$ cat src/rtl/motor_cmd_packetizer.sv
// motor_cmd_packetizer
// Latches NUM_MOTORS command words and streams them as one ASCII JSON line,
// e.g. {"m0":05,"m1":1F}\n, over a valid/ready byte interface toward uart_tx.
// Frames are started by an internal ms-based period timer or by a change of
// motor_cmd relative to the last frame sent.
// Build option: define MOTOR_PKT_CHECKSUM_EN to insert '*' and two uppercase
// hex digits (XOR of '{' through '}') between '}' and '\n'.
module motor_cmd_packetizer #(
    parameter int NUM_MOTORS  = 2,
    parameter int CMD_W       = 5,
    parameter int CLKS_PER_MS = 50000,
    parameter int PERIOD_MS   = 200
) (
    input  logic                        clk,
    input  logic                        rst,
    input  logic                        enable,
    input  logic                        mode_on_change,
    input  logic [NUM_MOTORS*CMD_W-1:0] motor_cmd,
    output logic [7:0]                  uart_data,
    output logic                        uart_valid,
    input  logic                        uart_ready,
    output logic                        busy,
    output logic                        frame_done,
    output logic                        overrun
);
    localparam int H         = (CMD_W + 3) / 4;     // hex digits per channel
    localparam int HW        = 4 * H;               // zero-padded channel width
    localparam int CHAN_LEN  = 6 + H;               // "mN": + digits + ','
    localparam int CLOSE_POS = NUM_MOTORS * CHAN_LEN;
`ifdef MOTOR_PKT_CHECKSUM_EN
    localparam int LAST_POS  = CLOSE_POS + 4;
`else
    localparam int LAST_POS  = CLOSE_POS + 1;
`endif
    localparam int IDX_W = $clog2(LAST_POS + 1);
    localparam int CH_W  = (NUM_MOTORS > 1) ? $clog2(NUM_MOTORS) : 1;
    localparam int PRE_W = (CLKS_PER_MS > 1) ? $clog2(CLKS_PER_MS) : 1;
    localparam int MS_W  = (PERIOD_MS > 1) ? $clog2(PERIOD_MS) : 1;

    localparam logic [IDX_W-1:0] CLOSE_IDX = IDX_W'(CLOSE_POS);
    localparam logic [IDX_W-1:0] LAST_IDX  = IDX_W'(LAST_POS);
`ifdef MOTOR_PKT_CHECKSUM_EN
    localparam logic [IDX_W-1:0] STAR_IDX  = IDX_W'(CLOSE_POS + 1);
    localparam logic [IDX_W-1:0] CKHI_IDX  = IDX_W'(CLOSE_POS + 2);
    localparam logic [IDX_W-1:0] CKLO_IDX  = IDX_W'(CLOSE_POS + 3);
`endif
    localparam logic [3:0] OFF_COMMA = 4'(5 + H);
    localparam logic [3:0] OFF_HEX0  = 4'd5;

    localparam logic [0:0] ST_IDLE = 1'b0;
    localparam logic [0:0] ST_SEND = 1'b1;

    logic [PRE_W-1:0]            presc_reg;
    logic [MS_W-1:0]             ms_reg;
    logic [0:0]                  state_reg;
    logic                        pending_reg;
    logic [NUM_MOTORS*CMD_W-1:0] last_sent_reg;
    logic [IDX_W-1:0]            idx_reg;
    logic [CH_W-1:0]             ch_reg;
    logic [3:0]                  off_reg;
    logic [NUM_MOTORS*HW-1:0]    snap_flat;
    logic [HW-1:0]               snap_cur;
    logic [HW-1:0]               snap_shift;
    logic [3:0]                  dig;
    logic [7:0]                  cur_byte;
    logic                        strobe, idle, trig, start, accept, last_byte;

    function automatic logic [7:0] hex_char(input logic [3:0] n);
        return (n < 4'd10) ? (8'h30 + {4'h0, n}) : (8'h37 + {4'h0, n});
    endfunction

    assign strobe    = enable && (presc_reg == PRE_W'(CLKS_PER_MS - 1))
                              && (ms_reg == MS_W'(PERIOD_MS - 1));
    assign idle      = (state_reg == ST_IDLE);
    // On-change triggers only fire from an idle, non-pending packetizer, so
    // they never collide with a frame in flight.
    assign trig      = enable && (mode_on_change
                                  ? (idle && !pending_reg && (motor_cmd != last_sent_reg))
                                  : strobe);
    assign start     = idle && (trig || pending_reg);
    assign accept    = uart_valid && uart_ready;
    assign last_byte = (idx_reg == LAST_IDX);

    assign uart_valid = (state_reg == ST_SEND);
    assign busy       = (state_reg == ST_SEND);
    assign uart_data  = uart_valid ? cur_byte : 8'h00;
    assign frame_done = !rst && accept && last_byte;
    // A trigger while sending with one already queued has nowhere to go.
    assign overrun    = !rst && trig && pending_reg && !idle;

    // ms prescaler and period counter; both held at zero while disabled
    always_ff @(posedge clk) begin
        if (rst || !enable) begin
            presc_reg <= '0;
            ms_reg    <= '0;
        end else if (presc_reg == PRE_W'(CLKS_PER_MS - 1)) begin
            presc_reg <= '0;
            if (ms_reg == MS_W'(PERIOD_MS - 1))
                ms_reg <= '0;
            else
                ms_reg <= ms_reg + 1'b1;
        end else begin
            presc_reg <= presc_reg + 1'b1;
        end
    end

    // one-deep trigger queue; a trigger coinciding with a start stays queued
    always_ff @(posedge clk) begin
        if (rst)
            pending_reg <= 1'b0;
        else if (start)
            pending_reg <= pending_reg && trig;
        else if (trig)
            pending_reg <= 1'b1;
    end

    // frame sequencer: byte index plus channel/offset counters for the body
    always_ff @(posedge clk) begin
        if (rst) begin
            state_reg     <= ST_IDLE;
            idx_reg       <= '0;
            ch_reg        <= '0;
            off_reg       <= '0;
            last_sent_reg <= '0;
        end else if (start) begin
            state_reg     <= ST_SEND;
            idx_reg       <= '0;
            ch_reg        <= '0;
            off_reg       <= '0;
            last_sent_reg <= motor_cmd;
        end else if (accept) begin
            if (last_byte)
                state_reg <= ST_IDLE;
            idx_reg <= idx_reg + 1'b1;
            if ((idx_reg != '0) && (idx_reg < CLOSE_IDX)) begin
                if (off_reg == OFF_COMMA) begin
                    off_reg <= '0;
                    ch_reg  <= ch_reg + 1'b1;
                end else begin
                    off_reg <= off_reg + 1'b1;
                end
            end
        end
    end

    // per-channel snapshot, zero-padded to whole nibbles
    generate
        for (genvar gi = 0; gi < NUM_MOTORS; gi++) begin : g_snap
            logic [HW-1:0] snap_ch_reg;
            // capture at frame start; the live input is never read mid-frame
            always_ff @(posedge clk) begin
                if (rst)
                    snap_ch_reg <= '0;
                else if (start)
                    snap_ch_reg <= HW'(motor_cmd[gi*CMD_W +: CMD_W]);
            end
            assign snap_flat[gi*HW +: HW] = snap_ch_reg;
        end
    endgenerate

`ifdef MOTOR_PKT_CHECKSUM_EN
    logic [7:0] ck_reg;
    // running XOR of every accepted byte from '{' through '}'
    always_ff @(posedge clk) begin
        if (rst)
            ck_reg <= '0;
        else if (start)
            ck_reg <= '0;
        else if (accept && (idx_reg <= CLOSE_IDX))
            ck_reg <= ck_reg ^ cur_byte;
    end
`endif

    assign snap_cur   = snap_flat[int'(ch_reg)*HW +: HW];
    assign dig        = off_reg - OFF_HEX0;
    assign snap_shift = snap_cur << {dig, 2'b00};

    // current frame byte as a function of position and snapshot
    always_comb begin
        cur_byte = 8'h0A;
        if (idx_reg == '0) begin
            cur_byte = 8'h7B;
        end else if (idx_reg < CLOSE_IDX) begin
            case (off_reg)
                4'd0:    cur_byte = 8'h22;
                4'd1:    cur_byte = 8'h6D;
                4'd2:    cur_byte = 8'h30 + 8'(ch_reg);
                4'd3:    cur_byte = 8'h22;
                4'd4:    cur_byte = 8'h3A;
                default: cur_byte = (off_reg == OFF_COMMA) ? 8'h2C
                                                           : hex_char(snap_shift[HW-1 -: 4]);
            endcase
        end else if (idx_reg == CLOSE_IDX) begin
            cur_byte = 8'h7D;
`ifdef MOTOR_PKT_CHECKSUM_EN
        end else if (idx_reg == STAR_IDX) begin
            cur_byte = 8'h2A;
        end else if (idx_reg == CKHI_IDX) begin
            cur_byte = hex_char(ck_reg[7:4]);
        end else if (idx_reg == CKLO_IDX) begin
            cur_byte = hex_char(ck_reg[3:0]);
`endif
        end
    end

endmodule

$ cat config.mk
export PLATFORM = sky130hd
export DESIGN_NAME = motor_cmd_packetizer
export DESIGN_NICKNAME = d
export VERILOG_FILES = /design/src/rtl/motor_cmd_packetizer.sv
export SDC_FILE = /design/constraint.sdc
export NUM_CORES = 1
export LEC_CHECK = 0
export CAP_MARGIN = 20
export CORE_MARGIN = 2
export CORE_UTILIZATION = 55
export DETAILED_ROUTE_END_ITERATION = 7
export PLACE_DENSITY = 0.77
export SLEW_MARGIN = 0
export SYNTH_ARGS = -nofsm -noshare
export SYNTH_HDL_FRONTEND = slang
export SYNTH_SLANG_ARGS = --single-unit
$ cat constraint.sdc
create_clock -name clk -period 7.45 [get_ports clk]
set_clock_uncertainty 0.15 [all_clocks]
set_input_delay 1.1175 -clock clk [delete_from_list [all_inputs] [get_ports clk]]
set_output_delay 1.1175 -clock clk [all_outputs]
set_load 0.005 [all_outputs]
==> qor.csv <==
metric,value,unit
run status,completed,
"top cells by area, synth","dfxtp_1 33%, xnor2_1 6.5%, mux2i_1 6.4%, xor2_1 5.3%, nand2b_1 5.1%",
CTS buffer count,5,
vias in the first global route,2064,
max_cap viols,0,
GR Util met1,28.7,%
Setup CP Type,reg2out,
final setup violation count,0,
Congestion Overflow GR,0,
Fill cells,487,
Tcrit/Tclk final,62.4,%
M2 GR Usage,34.1,%
diode count,0,
total number of vias,2348,
worst r2r src,presc_reg[0],
Synth Flop Type,dfxtp_1,
most frequent cells after synthesis,"46 x dfxtp_1, 38 x nor2_1, 23 x nand2_1, 23 x nand2b_1, 21 x xnor2_1",
Rows,26,
GRT Total Usage,20.8,%
1st-iter DRT viols,115,
DIE HEIGHT,75.5,um
routed len/inst,13.3,um
Fin. Hold Viols,0,
Pleak,1.08,nW
Synthesized Nets,359,
worst hold margin,0.306,ns
relative slew slack,52.7,%
Post-Route WL,5600,um
# placed instances,413,
CTS tree,built,
crit path DAT,3.38,ns
drt first pass iters,4,
placed inst area,3080,sq um
Slew Limit Fails,0,
Worst Path Max Fanout,11,
Post-CTS Resized,0,
cell area after synthesis,2810,sq um
Reg-to-Reg End,last_sent_reg[7],
syn avg cell area,8.44,sq um
Fmax,215,MHz
hold path start,presc_reg[0],
Port Buf Inserts,25,
critical path capture point type,output port,
"Reg clk slew, reported paths",0.09,ns
Largest register FFs,16,
Clk Tree Root Cell,clkbuf_8,
fin worst setup slack,2.80,ns
vias per std cell,5.56,
largest net degree at the start of global routing,36,
met3 Usage GRT,3.44,%
"count leader, synth",dfxtp_1,
final HPWL from detailed placement,4110,um
VDD IR max,0.139,mV
Die Wd,75.5,um
RePlAce Congestion,0.864,
layout cells sized above 1,5.68,%
drt drc,0,
"Area growth, synth to finish",13.1,%
Synth area leader,dfxtp_1,
hold bufs inserted after CTS,0,
Psw,117,uW
Initial Utilization,56.1,%
Synth top area share,32.8,%
Post CTS Setup Buffer Count,0,
Min-Delay Path Depth,1,
initial antenna violation count,0,
reg2reg path depth,7,
Clk pwr share,34.0,%
worst hold path type,reg2reg,
area of the core,5010,sq um
RSZ-0062 raised after global routing,no,
Final ANT Viol Nets,0,
number of I/O pins,27,
register area share after synthesis,32.8,%
Cell Int Power,343,uW
Worst Setup Start Kind,flop,
total chip power,459,uW
Max H-tree Level,2,
Cell Pwr Density,145,nW/um^2
Clock Latency Late Sink,0.30,ns
final worst path period need,4.65,ns
Post-Syn Instances,333,
Hold EP,presc_reg[0],
synth unique cells,47,
fraction of registers with async set/reset,0,%
final core utilization,63.4,%
Worst Path Required,6.18,ns
die area,5700,sq um
Post-synth EDFFs,0,
global-route wire length before repair,9320,um
r2r setup slk,4.76,ns
Top Usage Layer GRT,met2,
Seq pwr share,55.5,%
Slew @ Worst Pin,0.704,ns
layout net count,377,
Sw Share,25.4,%
Ys Warns,0,
"FF+latch count, synth",46,
CTS sink count,46,
TNS Setup,0,ns
worst slack at placement,3.15,ns
combinational fraction of design power,10.5,%
worst-case clock buffer depth,2,
Layout Cells excl Fill,422,
cell area after layout,3180,sq um
-- layer usage --
metal	vias up	share of wire, %
li1	1189	-
met2	58	47
met4	0	1.2
met3	6	3.9
met5	-	0
met1	1095	47
-- power by group through the flow --
stage | sequential (mW) | clock [mW] | combinational (mW)
after floorplan | 0.259 | 0 | 0.0286
after global placement | 0.261 | 0 | 0.0468
after detailed placement | 0.261 | 0 | 0.0476
after CTS | 0.255 | 0.160 | 0.0478
after global routing | 0.256 | 0.169 | 0.0538
final | 0.255 | 0.156 | 0.0481
-- cell families (layout without fill, tap and decap cells) --
family / after synthesis / after routing / synth area share [%]
other: 1 / 1 / 0.133
XOR/XNOR: 38 / 38 / 11.8
flip-flops: 46 / 46 / 32.8
multiplexers: 20 / 20 / 7.61
buffers and inverters: 28 / 47 / 4.45
AND/OR/NAND/NOR: 154 / 154 / 29.5
AO/OA/AOI/OAI: 34 / 34 / 8.42
adder cells (fa/ha/maj): 12 / 12 / 5.30
-- area by class of cell --
cell class / count / area [sq um] / area share, %
Multi-Input combinational cell: 259 / 1760 / 55.5
Timing Repair Buffer: 27 / 273 / 8.58
Clock inverter: 3 / 18.8 / 0.591
Sequential cell: 46 / 921 / 29.0
Tap cell: 70 / 87.6 / 2.76
Clock buffer: 5 / 68.8 / 2.17
Inverter: 12 / 45.0 / 1.42
-- critical path: stages, from the launching register on --
cell,delay [ns]
dfxtp_1,0.55
inv_1,0.14
ha_1,0.26
o41a_1,0.44
or3_1,0.39
ha_1,0.22
nand3_1,0.09
mux2i_1,0.19
a21oi_1,0.08
o22ai_1,0.19
clkdlybuf4s50_1,0.52
-- cells in the final DEF, fill, tap and decap left out, drive strengths merged, types with 2 or more instances in the layout --
master,synthesis,layout
a21oi,9,9
a31oi,5,5
a41oi,2,2
and2,2,2
and3,5,5
and4bb,2,2
buf,7,2
clkbuf,9,5
clkdlybuf4s50,0,25
clkinv,0,2
dfxtp,46,46
ha,11,11
inv,12,13
mux2i,18,18
nand2,23,23
nand2b,23,23
nand3,15,15
nand3b,3,3
nand4,10,10
nor2,38,38
nor2b,2,2
nor3,19,19
nor3b,3,3
nor4,3,3
nor4b,2,2
o21a,2,2
o21ai,4,4
o22ai,5,5
or3,2,2
xnor2,21,21
xor2,17,17
-- worst max-delay path by stage --
stage                     startpoint           end  cells past startpoint
after floorplan           off_reg[0]  uart_data[2]                     10
after global placement    off_reg[0]  uart_data[2]                     10
after detailed placement  off_reg[0]  uart_data[2]                     10
after CTS                 off_reg[0]  uart_data[2]                     10
after global routing      off_reg[0]  uart_data[2]                     10
final                     off_reg[0]  uart_data[2]                     10
Power figures use the tool's default switching activity.
